$ cat src/rtl/derandomizer_rx.sv
// derandomizer_rx
// Receive-side PRBS derandomizer (x^15 + x^14 + 1). Each accepted input bit is
// XORed with the same keystream the transmitter applied. The keystream restarts
// from the seed register on every start-of-frame. A small framing FSM tracks
// frame boundaries, truncates over-long frames and flags framing errors.
// Surviving beats leave through a 2-entry skid buffer so that downstream
// back-pressure never corrupts the output.

module derandomizer_rx #(
  parameter logic [14:0] SEED    = 15'b100101010000000,
  parameter int          MAX_LEN = 2048,
  parameter int          LEN_W   = 12
) (
  input  logic        clk,
  input  logic        reset,
  input  logic        seed_ld,
  input  logic [14:0] seed_val,
  input  logic        bypass,
  input  logic        s_valid,
  output logic        s_ready,
  input  logic        s_data,
  input  logic        s_sof,
  input  logic        s_eof,
  output logic        m_valid,
  input  logic        m_ready,
  output logic        m_data,
  output logic        m_sof,
  output logic        m_eof,
  output logic        err_nosof,
  output logic        err_sof,
  output logic        err_len
);

  // Beat number at which a frame without eof is forcibly terminated.
  localparam logic [LEN_W-1:0] MAX_CNT = LEN_W'(MAX_LEN);

  typedef enum logic {
    IDLE = 1'b0,
    RUN  = 1'b1
  } state_t;

  state_t            state;
  state_t            state_nxt;
  logic [LEN_W-1:0]  count;
  logic [LEN_W-1:0]  count_nxt;
  logic [LEN_W-1:0]  beat_num;
  logic [14:0]       lfsr;
  logic [14:0]       lfsr_nxt;
  logic [14:0]       seed_reg;
  logic [14:0]       key_src;
  logic              key;
  logic              accept;
  logic              forced_eof;

  logic              beat_keep;
  logic              beat_data;
  logic              beat_sof;
  logic              beat_eof;
  logic              nosof_nxt;
  logic              sof_err_nxt;
  logic              len_err_nxt;

  logic [2:0]        beat_ent;
  logic [2:0]        ent0;
  logic [2:0]        ent1;
  logic [2:0]        ent0_nxt;
  logic [2:0]        ent1_nxt;
  logic [1:0]        occ;
  logic [1:0]        occ_nxt;
  logic              pop;

  assign accept = s_valid & s_ready;

  // Framing and keystream: decide whether the accepted beat is kept, what it
  // decodes to, and how the LFSR, frame state and beat counter move on.
  always_comb begin
    state_nxt   = state;
    count_nxt   = count;
    lfsr_nxt    = lfsr;
    beat_num    = count + LEN_W'(1);
    key_src     = lfsr;
    key         = 1'b0;
    forced_eof  = 1'b0;
    beat_keep   = 1'b0;
    beat_data   = s_data;
    beat_sof    = s_sof;
    beat_eof    = s_eof;
    nosof_nxt   = 1'b0;
    sof_err_nxt = 1'b0;
    len_err_nxt = 1'b0;

    if (accept) begin
      if ((state == IDLE) && !s_sof) begin
        nosof_nxt = 1'b1;
      end else begin
        beat_keep = 1'b1;
        if (s_sof) begin
          key_src  = seed_reg;
          beat_num = LEN_W'(1);
          if (state == RUN) begin
            sof_err_nxt = 1'b1;
          end
        end
        key = key_src[0] ^ key_src[1];
        if (!bypass) begin
          beat_data = s_data ^ key;
          lfsr_nxt  = {key, key_src[14:1]};
        end
        forced_eof  = !s_eof && (beat_num == MAX_CNT);
        beat_eof    = s_eof | forced_eof;
        len_err_nxt = forced_eof;
        if (beat_eof) begin
          state_nxt = IDLE;
          count_nxt = '0;
        end else begin
          state_nxt = RUN;
          count_nxt = beat_num;
        end
      end
    end
  end

  // Frame state, beat counter, keystream register and seed register.
  always_ff @(posedge clk or negedge reset) begin
    if (!reset) begin
      state    <= IDLE;
      count    <= '0;
      lfsr     <= SEED;
      seed_reg <= SEED;
    end else begin
      state <= state_nxt;
      count <= count_nxt;
      lfsr  <= lfsr_nxt;
      if (seed_ld) begin
        seed_reg <= seed_val;
      end
    end
  end

  // Error pulses land one cycle after the offending beat was accepted.
  always_ff @(posedge clk or negedge reset) begin
    if (!reset) begin
      err_nosof <= 1'b0;
      err_sof   <= 1'b0;
      err_len   <= 1'b0;
    end else begin
      err_nosof <= nosof_nxt;
      err_sof   <= sof_err_nxt;
      err_len   <= len_err_nxt;
    end
  end

  assign beat_ent = {beat_data, beat_sof, beat_eof};
  assign pop      = (occ != 2'd0) & m_ready;

  // Skid buffer bookkeeping: entry 0 is always the head presented on m_*.
  // A push into a full buffer cannot happen because s_ready is low then.
  always_comb begin
    ent0_nxt = ent0;
    ent1_nxt = ent1;
    occ_nxt  = occ;
    case ({beat_keep, pop})
      2'b10: begin
        if (occ == 2'd0) begin
          ent0_nxt = beat_ent;
        end else begin
          ent1_nxt = beat_ent;
        end
        occ_nxt = occ + 2'd1;
      end
      2'b01: begin
        ent0_nxt = ent1;
        occ_nxt  = occ - 2'd1;
      end
      2'b11: begin
        if (occ == 2'd1) begin
          ent0_nxt = beat_ent;
        end else begin
          ent0_nxt = ent1;
          ent1_nxt = beat_ent;
        end
      end
      default: begin
      end
    endcase
  end

  // Skid storage plus a registered s_ready that is low during reset and
  // whenever both entries will be occupied next cycle.
  always_ff @(posedge clk or negedge reset) begin
    if (!reset) begin
      ent0    <= '0;
      ent1    <= '0;
      occ     <= 2'd0;
      s_ready <= 1'b0;
    end else begin
      ent0    <= ent0_nxt;
      ent1    <= ent1_nxt;
      occ     <= occ_nxt;
      s_ready <= (occ_nxt < 2'd2);
    end
  end

  assign m_valid = (occ != 2'd0);
  assign m_data  = m_valid & ent0[2];
  assign m_sof   = m_valid & ent0[1];
  assign m_eof   = m_valid & ent0[0];

endmodule

$ cat config.mk
export PLATFORM = sky130hd
export DESIGN_NAME = derandomizer_rx
export DESIGN_NICKNAME = d
export VERILOG_FILES = /design/src/rtl/derandomizer_rx.sv
export SDC_FILE = /design/constraint.sdc
export NUM_CORES = 1
export LEC_CHECK = 0
export BUFFER_PORTS_ARGS = -buffer_cell sky130_fd_sc_hd__buf_2
export CAP_MARGIN = 20
export CELL_PAD_IN_SITES_DETAIL_PLACEMENT = 0
export CELL_PAD_IN_SITES_GLOBAL_PLACEMENT = 1
export CORE_MARGIN = 2
export CORE_UTILIZATION = 46
export CTS_CLUSTER_SIZE = 24
export DETAILED_ROUTE_END_ITERATION = 12
export MAX_ROUTING_LAYER = met4
export PLACE_DENSITY_LB_ADDON = 0.05
export REMOVE_ABC_BUFFERS = 1
export SLEW_MARGIN = 40
export SYNTH_ARGS = -nofsm -noshare
export SYNTH_HDL_FRONTEND = slang
export SYNTH_SLANG_ARGS = --single-unit
$ cat constraint.sdc
create_clock -name clk -period 2.47 [get_ports clk]
set_input_delay 0.1235 -clock clk [delete_from_list [all_inputs] [get_ports clk]]
set_output_delay 0.1235 -clock clk [all_outputs]
set_load 0.01 [all_outputs]
==> impl_metrics.json, run 1 <==
{
  "slowest_stage": "dfrtp_1",
  "hold_violations": 0,
  "wl_met3_um": 178,
  "powerDensity_mw_per_mm2": 797.9,
  "fin_ws_ns": 0.2855,
  "skew_ns": 0.005839,
  "critPathMaxStageDelay_ns": 0.41,
  "cts.sinks": 55,
  "layout_common_cells": "47 x dfrtp_1, 43 x nand2_1, 31 x buf_2",
  "drt_iter0_drc": 141,
  "die_h_um": 83.08,
  "synth_edf_count": 0,
  "max_freq_ghz": 0.4578,
  "clockBufferDepth": 2,
  "rsz0062_at_grt": "false",
  "final.setup.tns_ns": 0,
  "fp.coreArea_mm2": 0.005991,
  "critPathRequiredTime_ns": 2.67,
  "fin_crit_ns": 2.184,
  "worst_slew_pin_slew_ns": 0.7005,
  "row_count": 28,
  "finalCritPeriodShare_pct": 88.44,
  "grt_pass1_vias": 2091,
  "maxSlewViolCount": 0,
  "pre_cts_slack_ns": 0.2863,
  "cap_violations": 0,
  "cts_buffers": 5,
  "clk_pin_slew_worst_paths_ns": 0.10,
  "power.leakage_nw": 1.431,
  "highest_layer": "met4",
  "ys.warnings.count": 0,
  "cts_setup_buffers": 0,
  "worstPathMaxFanout": 8,
  "wl_per_cell_um": 14.51,
  "antenna_left": 0,
  "start_kind": "register",
  "status": "complete, no violations",
  "crit_chain": "inv_1, ha_1, nor2b_1, ha_1, nand2_1, nand3_1, mux2_2",
  "postLayoutCoreUtil_pct": 53.28,
  "start_util_pct": 48.02,
  "swShare_pct": 33.05,
  "grt_usage_pct": 18.08,
  "avgViaCountPerCell": 5.373,
  "critical-path-top-delay-family": "simple AND/OR/NAND/NOR gates",
  "setup_viol": 0,
  "final_cells": 386,
  "seq_power_share_pct": 51.5,
  "grt_remaining_overflow": 0,
  "endpoint_kind": "register",
  "antenna_found_initial": 0,
  "wl_um": 5601,
  "clock_latency_ns": 0.31,
  "dieArea_mm2": 0.006901,
  "hold_ws_ns": 0.04177,
  "p_int_mw": 1.705,
  "gp_congestion": 0.8477,
  "async_reset_ff_share_pct": 100.0,
  "cts_htree_levels": 2,
  "switching_power_uw": 841.7,
  "place_inst": 377,
  "die_w_um": 83.08,
  "wl_met1_um": 2746,
  "irDropWorstVdd_mv": 0.4045,
  "drt_pass1_iterations": 4,
  "syn-instance-count": 281,
  "place_area_mm2": 0.003087,
  "nets": 341,
  "cts_tree": "built",
  "cp_num_buf_inv": 1,
  "clkPwrFrac_pct": 20.5,
  "synth_ff_type": "dfrtp_1",
  "route.met2.wl_um": 2561,
  "worstSetupPathType": "register to register",
  "min_path_type": "input pin to register",
  "syn2layout_area_growth_pct": 10.96,
  "num_vias": 2074,
  "port_buffers": 31,
  "grt_max_degree": 56,
  "syn_area_mm2": 0.002877,
  "synth_cell_type_count": 51,
  "avgSynthCellArea_um2": 10.24,
  "power.total_mw": 2.547,
  "final_area_mm2": 0.003192,
  "relSlewSlack_pct": 53.30,
  "ys_seq_elements": 55,
  "root_buffer": "clkbuf_8",
  "comb_power_share_pct": 28.0,
  "arrival_ns": 2.39,
  "dpl.hpwl_um": 3936,
  "yosysSeqAreaShare_pct": 48.19,
  "num_io_pins": 32,
  "grt_pass1_wl_um": 9956,
  "final_layout_size_suffix_gt1_share_pct": 24.44,
  "final_common_cell": "dfrtp_1",
  "n_antenna_cell": 0,
  "drc_errors": 0,
  "cp_common_cell": "ha_1"
}
==> cells in the mapped netlist, types with 3 or more instances <==
cell | count | area [µm²]
dfrtp_1 | 47 | 1176
nand2_1 | 43 | 161.4
o21ai_0 | 28 | 140.1
mux2_2 | 17 | 191.4
mux2i_1 | 16 | 160.2
o31ai_1 | 10 | 75.07
a21oi_1 | 8 | 40.04
dfstp_2 | 8 | 210.2
inv_1 | 8 | 30.03
buf_2 | 7 | 35.03
ha_1 | 7 | 87.58
nor2_1 | 7 | 26.28
a21o_1 | 6 | 45.04
clkbuf_1 | 5 | 18.77
nor2b_1 | 5 | 31.28
nor4_1 | 5 | 31.28
nand2b_1 | 4 | 25.02
nand3_1 | 4 | 20.02
nand4_1 | 4 | 25.02
xnor2_1 | 3 | 26.28
xor2_1 | 3 | 26.28
==> layout make-up <==
| class | instances | area, µm² |
|---|---|---|
| fill | 548 | 2799 |
| sequential | 55 | 1386 |
| multi-input combinational | 202 | 1380 |
| timing repair buffer | 37 | 202.7 |
| tap | 75 | 93.84 |
| clock buffer | 7 | 86.33 |
| inverter | 9 | 33.78 |
| clock inverter | 1 | 8.758 |
==> power by group through the flow <==
stage,combinational (mW),clock (mW),sequential (mW)
6_report,0.713,0.521,1.31
5_1_grt,0.826,0.575,1.35
4_1_cts,0.728,0.546,1.31
3_5_place_dp,0.724,0,1.33
3_3_place_gp,0.721,0,1.32
2_1_floorplan,0.518,0,1.29
==> repair_timing <==
item                                   4_1_cts  5_1_grt
resized for setup                            0        0
hold buffers                                 1        0
endpoints found under the hold margin       47        0
==> final timing paths <==
kind	endpoint	slack, ns	startpoint	depth (start not counted)
min reg2reg	lfsr[14]	0.48	lfsr[14]	2
max	ent1[1]	0.29	occ[0]	7
min	seed_reg[3]	0.04	seed_val[3]	2
min in group asynchronous	occ[0]	0.46	reset	3
max reg2reg	ent1[1]	0.29	occ[0]	7
max in group asynchronous	seed_reg[10]	1.53	reset	3
==> logic make-up (layout without fill, tap and decap cells) <==
family | Yosys count | count (layout) | synth area share [%]
flops | 55 | 55 | 48.19
xor+xnor | 6 | 6 | 1.827
simple gates | 89 | 89 | 15.92
compound gates | 67 | 67 | 14.96
buf+inv | 24 | 54 | 3.828
fa+ha+maj | 7 | 7 | 3.045
mux | 33 | 33 | 12.22
==> metal layers <==
layer | global-route usage [%] | up-vias
li1 | - | 1055
met1 | 24.31 | 968
met2 | 27.79 | 37
met3 | 3.579 | 14
met4 | 5.663 | 0
met5 | - | -
No activity file was read; power rests on OpenSTA's default activity.
==> run 2: changes to the inputs <==
--- a/config.mk
+++ b/config.mk
@@ -10,7 +10,8 @@
 export CELL_PAD_IN_SITES_DETAIL_PLACEMENT = 0
 export CELL_PAD_IN_SITES_GLOBAL_PLACEMENT = 1
 export CORE_MARGIN = 2
-export CORE_UTILIZATION = 46
+export CORE_UTILIZATION = 47
+export CTS_BUF_LIST = sky130_fd_sc_hd__clkbuf_2 sky130_fd_sc_hd__clkbuf_4 sky130_fd_sc_hd__clkbuf_8
 export CTS_CLUSTER_SIZE = 24
 export DETAILED_ROUTE_END_ITERATION = 12
 export MAX_ROUTING_LAYER = met4
==> run 2 against run 1 <==
Clock-buffer cell count is 1 lower; routed wire length increased by 1.7%; largest power group unchanged; register-to-register slack worse by 0.02 ns; final cell count is 1.0% higher; via count increased by 2.1%; global-route usage up 1.8 points; combinational power increased by 2%; fmax down 0.71%.
==> impl_metrics.json, run 2 (same netlist as run 1, synthesis figures left out) <==
{
  "status": "complete, no violations",
  "clk_pin_slew_worst_paths_ns": 0.10,
  "antenna_found_initial": 0,
  "irDropWorstVdd_mv": 0.4723,
  "maxSlewViolCount": 0,
  "grt_pass1_vias": 2070,
  "fp.coreArea_mm2": 0.005921,
  "postLayoutCoreUtil_pct": 54.80,
  "hold_ws_ns": 0.04159,
  "dieArea_mm2": 0.006762,
  "final.setup.tns_ns": 0,
  "cap_violations": 0,
  "gp_congestion": 0.8203,
  "grt_max_degree": 31,
  "relSlewSlack_pct": 54.88,
  "die_w_um": 82.23,
  "endpoint_kind": "register",
  "final_cells": 390,
  "power.leakage_nw": 1.465,
  "nets": 345,
  "fin_ws_ns": 0.2699,
  "wl_um": 5696,
  "syn2layout_area_growth_pct": 12.79,
  "clock_latency_ns": 0.31,
  "antenna_left": 0,
  "grt_usage_pct": 19.89,
  "whs_endpoint": "seed_reg[4]",
  "hold_violations": 0,
  "worstSetupPathType": "register to register",
  "layout_common_cells": "47 x dfrtp_1, 43 x nand2_1, 31 x buf_2",
  "powerDensity_mw_per_mm2": 822.0,
  "worst_slew_pin_slew_ns": 0.6768,
  "arrival_ns": 2.40,
  "avgViaCountPerCell": 5.428,
  "port_buffers": 31,
  "fin_crit_ns": 2.200,
  "cts_resized": 0,
  "min_path_type": "input pin to register",
  "pre_cts_slack_ns": 0.2933,
  "drc_errors": 0,
  "final_area_mm2": 0.003244,
  "place_area_mm2": 0.003117,
  "row_count": 28,
  "n_antenna_cell": 0,
  "grt_remaining_overflow": 0,
  "r2r-start": "occ[0]",
  "clockBufferDepth": 2,
  "skew_ns": 0.01017,
  "cts_buffers": 5,
  "rrSetupSlack_ns": 0.27,
  "place_inst": 381,
  "finalCritPeriodShare_pct": 89.07,
  "power.total_mw": 2.667,
  "cts.sinks": 55,
  "setup_viol": 0,
  "cts_setup_buffers": 0,
  "root_buffer": "clkbuf_8",
  "cts_htree_levels": 2,
  "rr_worst_depth": 7,
  "die_h_um": 82.23,
  "final_common_cell": "dfrtp_1",
  "start_util_pct": 48.58,
  "rr_endpoint": "ent1[1]",
  "num_io_pins": 32,
  "whs_path_depth": 2,
  "drt_iter0_drc": 88,
  "start_kind": "register",
  "hold_start": "seed_val[4]",
  "cts_hold_buf": 1,
  "num_vias": 2117,
  "grt_pass1_wl_um": 10010,
  "max_freq_ghz": 0.4545,
  "cts_tree": "built",
  "drt_pass1_iterations": 4,
  "critPathRequiredTime_ns": 2.67,
  "rsz0062_at_grt": "false",
  "final_layout_size_suffix_gt1_share_pct": 25.71,
  "dpl.hpwl_um": 3965,
  "worstPathMaxFanout": 8,
  "wl_per_cell_um": 14.61
}
-- run 2: routing by layer --
metal,part of all wire (%),up-vias,global-route usage (%)
met5,0,-,-
met4,1.1,0,5.000
met3,3.4,6,3.370
met2,47,37,31.29
met1,48,1006,26.87
li1,-,1068,-
-- run 2: power by group --
part / switching, mW / internal, mW / total, mW
Clock: 0.295 / 0.329 / 0.624
Sequential: 0.159 / 1.15 / 1.31
Combinational: 0.403 / 0.327 / 0.730
Total: 0.857 / 1.81 / 2.67
-- run 2: cell type report --
type	count	area, µm²
Clock buffer	6	82.58
Fill cell	548	2676
Inverter	9	33.78
Timing Repair Buffer	41	232.7
Clock inverter	2	35.03
Sequential cell	55	1386
Multi-Input combinational cell	202	1380
Tap cell	75	93.84
-- run 2: worst max-delay path, cell delays in order, from the launching register on --
cell,delay (ns)
dfrtp_1,0.40
inv_1,0.06
ha_1,0.29
nor2b_1,0.34
ha_1,0.28
nand2_1,0.10
nand3_1,0.25
mux2_2,0.38
-- run 2: worst max path at each step --
stage	startpoint	to	slack, ns	cells past startpoint
floorplan	s_ready	ent0[2]	0.18	7
global placement	occ[0]	ent1[1]	0.42	7
detailed placement	occ[0]	ent1[1]	0.29	7
CTS	occ[0]	ent1[1]	0.27	7
global route	count[0]	count[11]	0.03	6
finish	occ[0]	ent1[1]	0.27	7
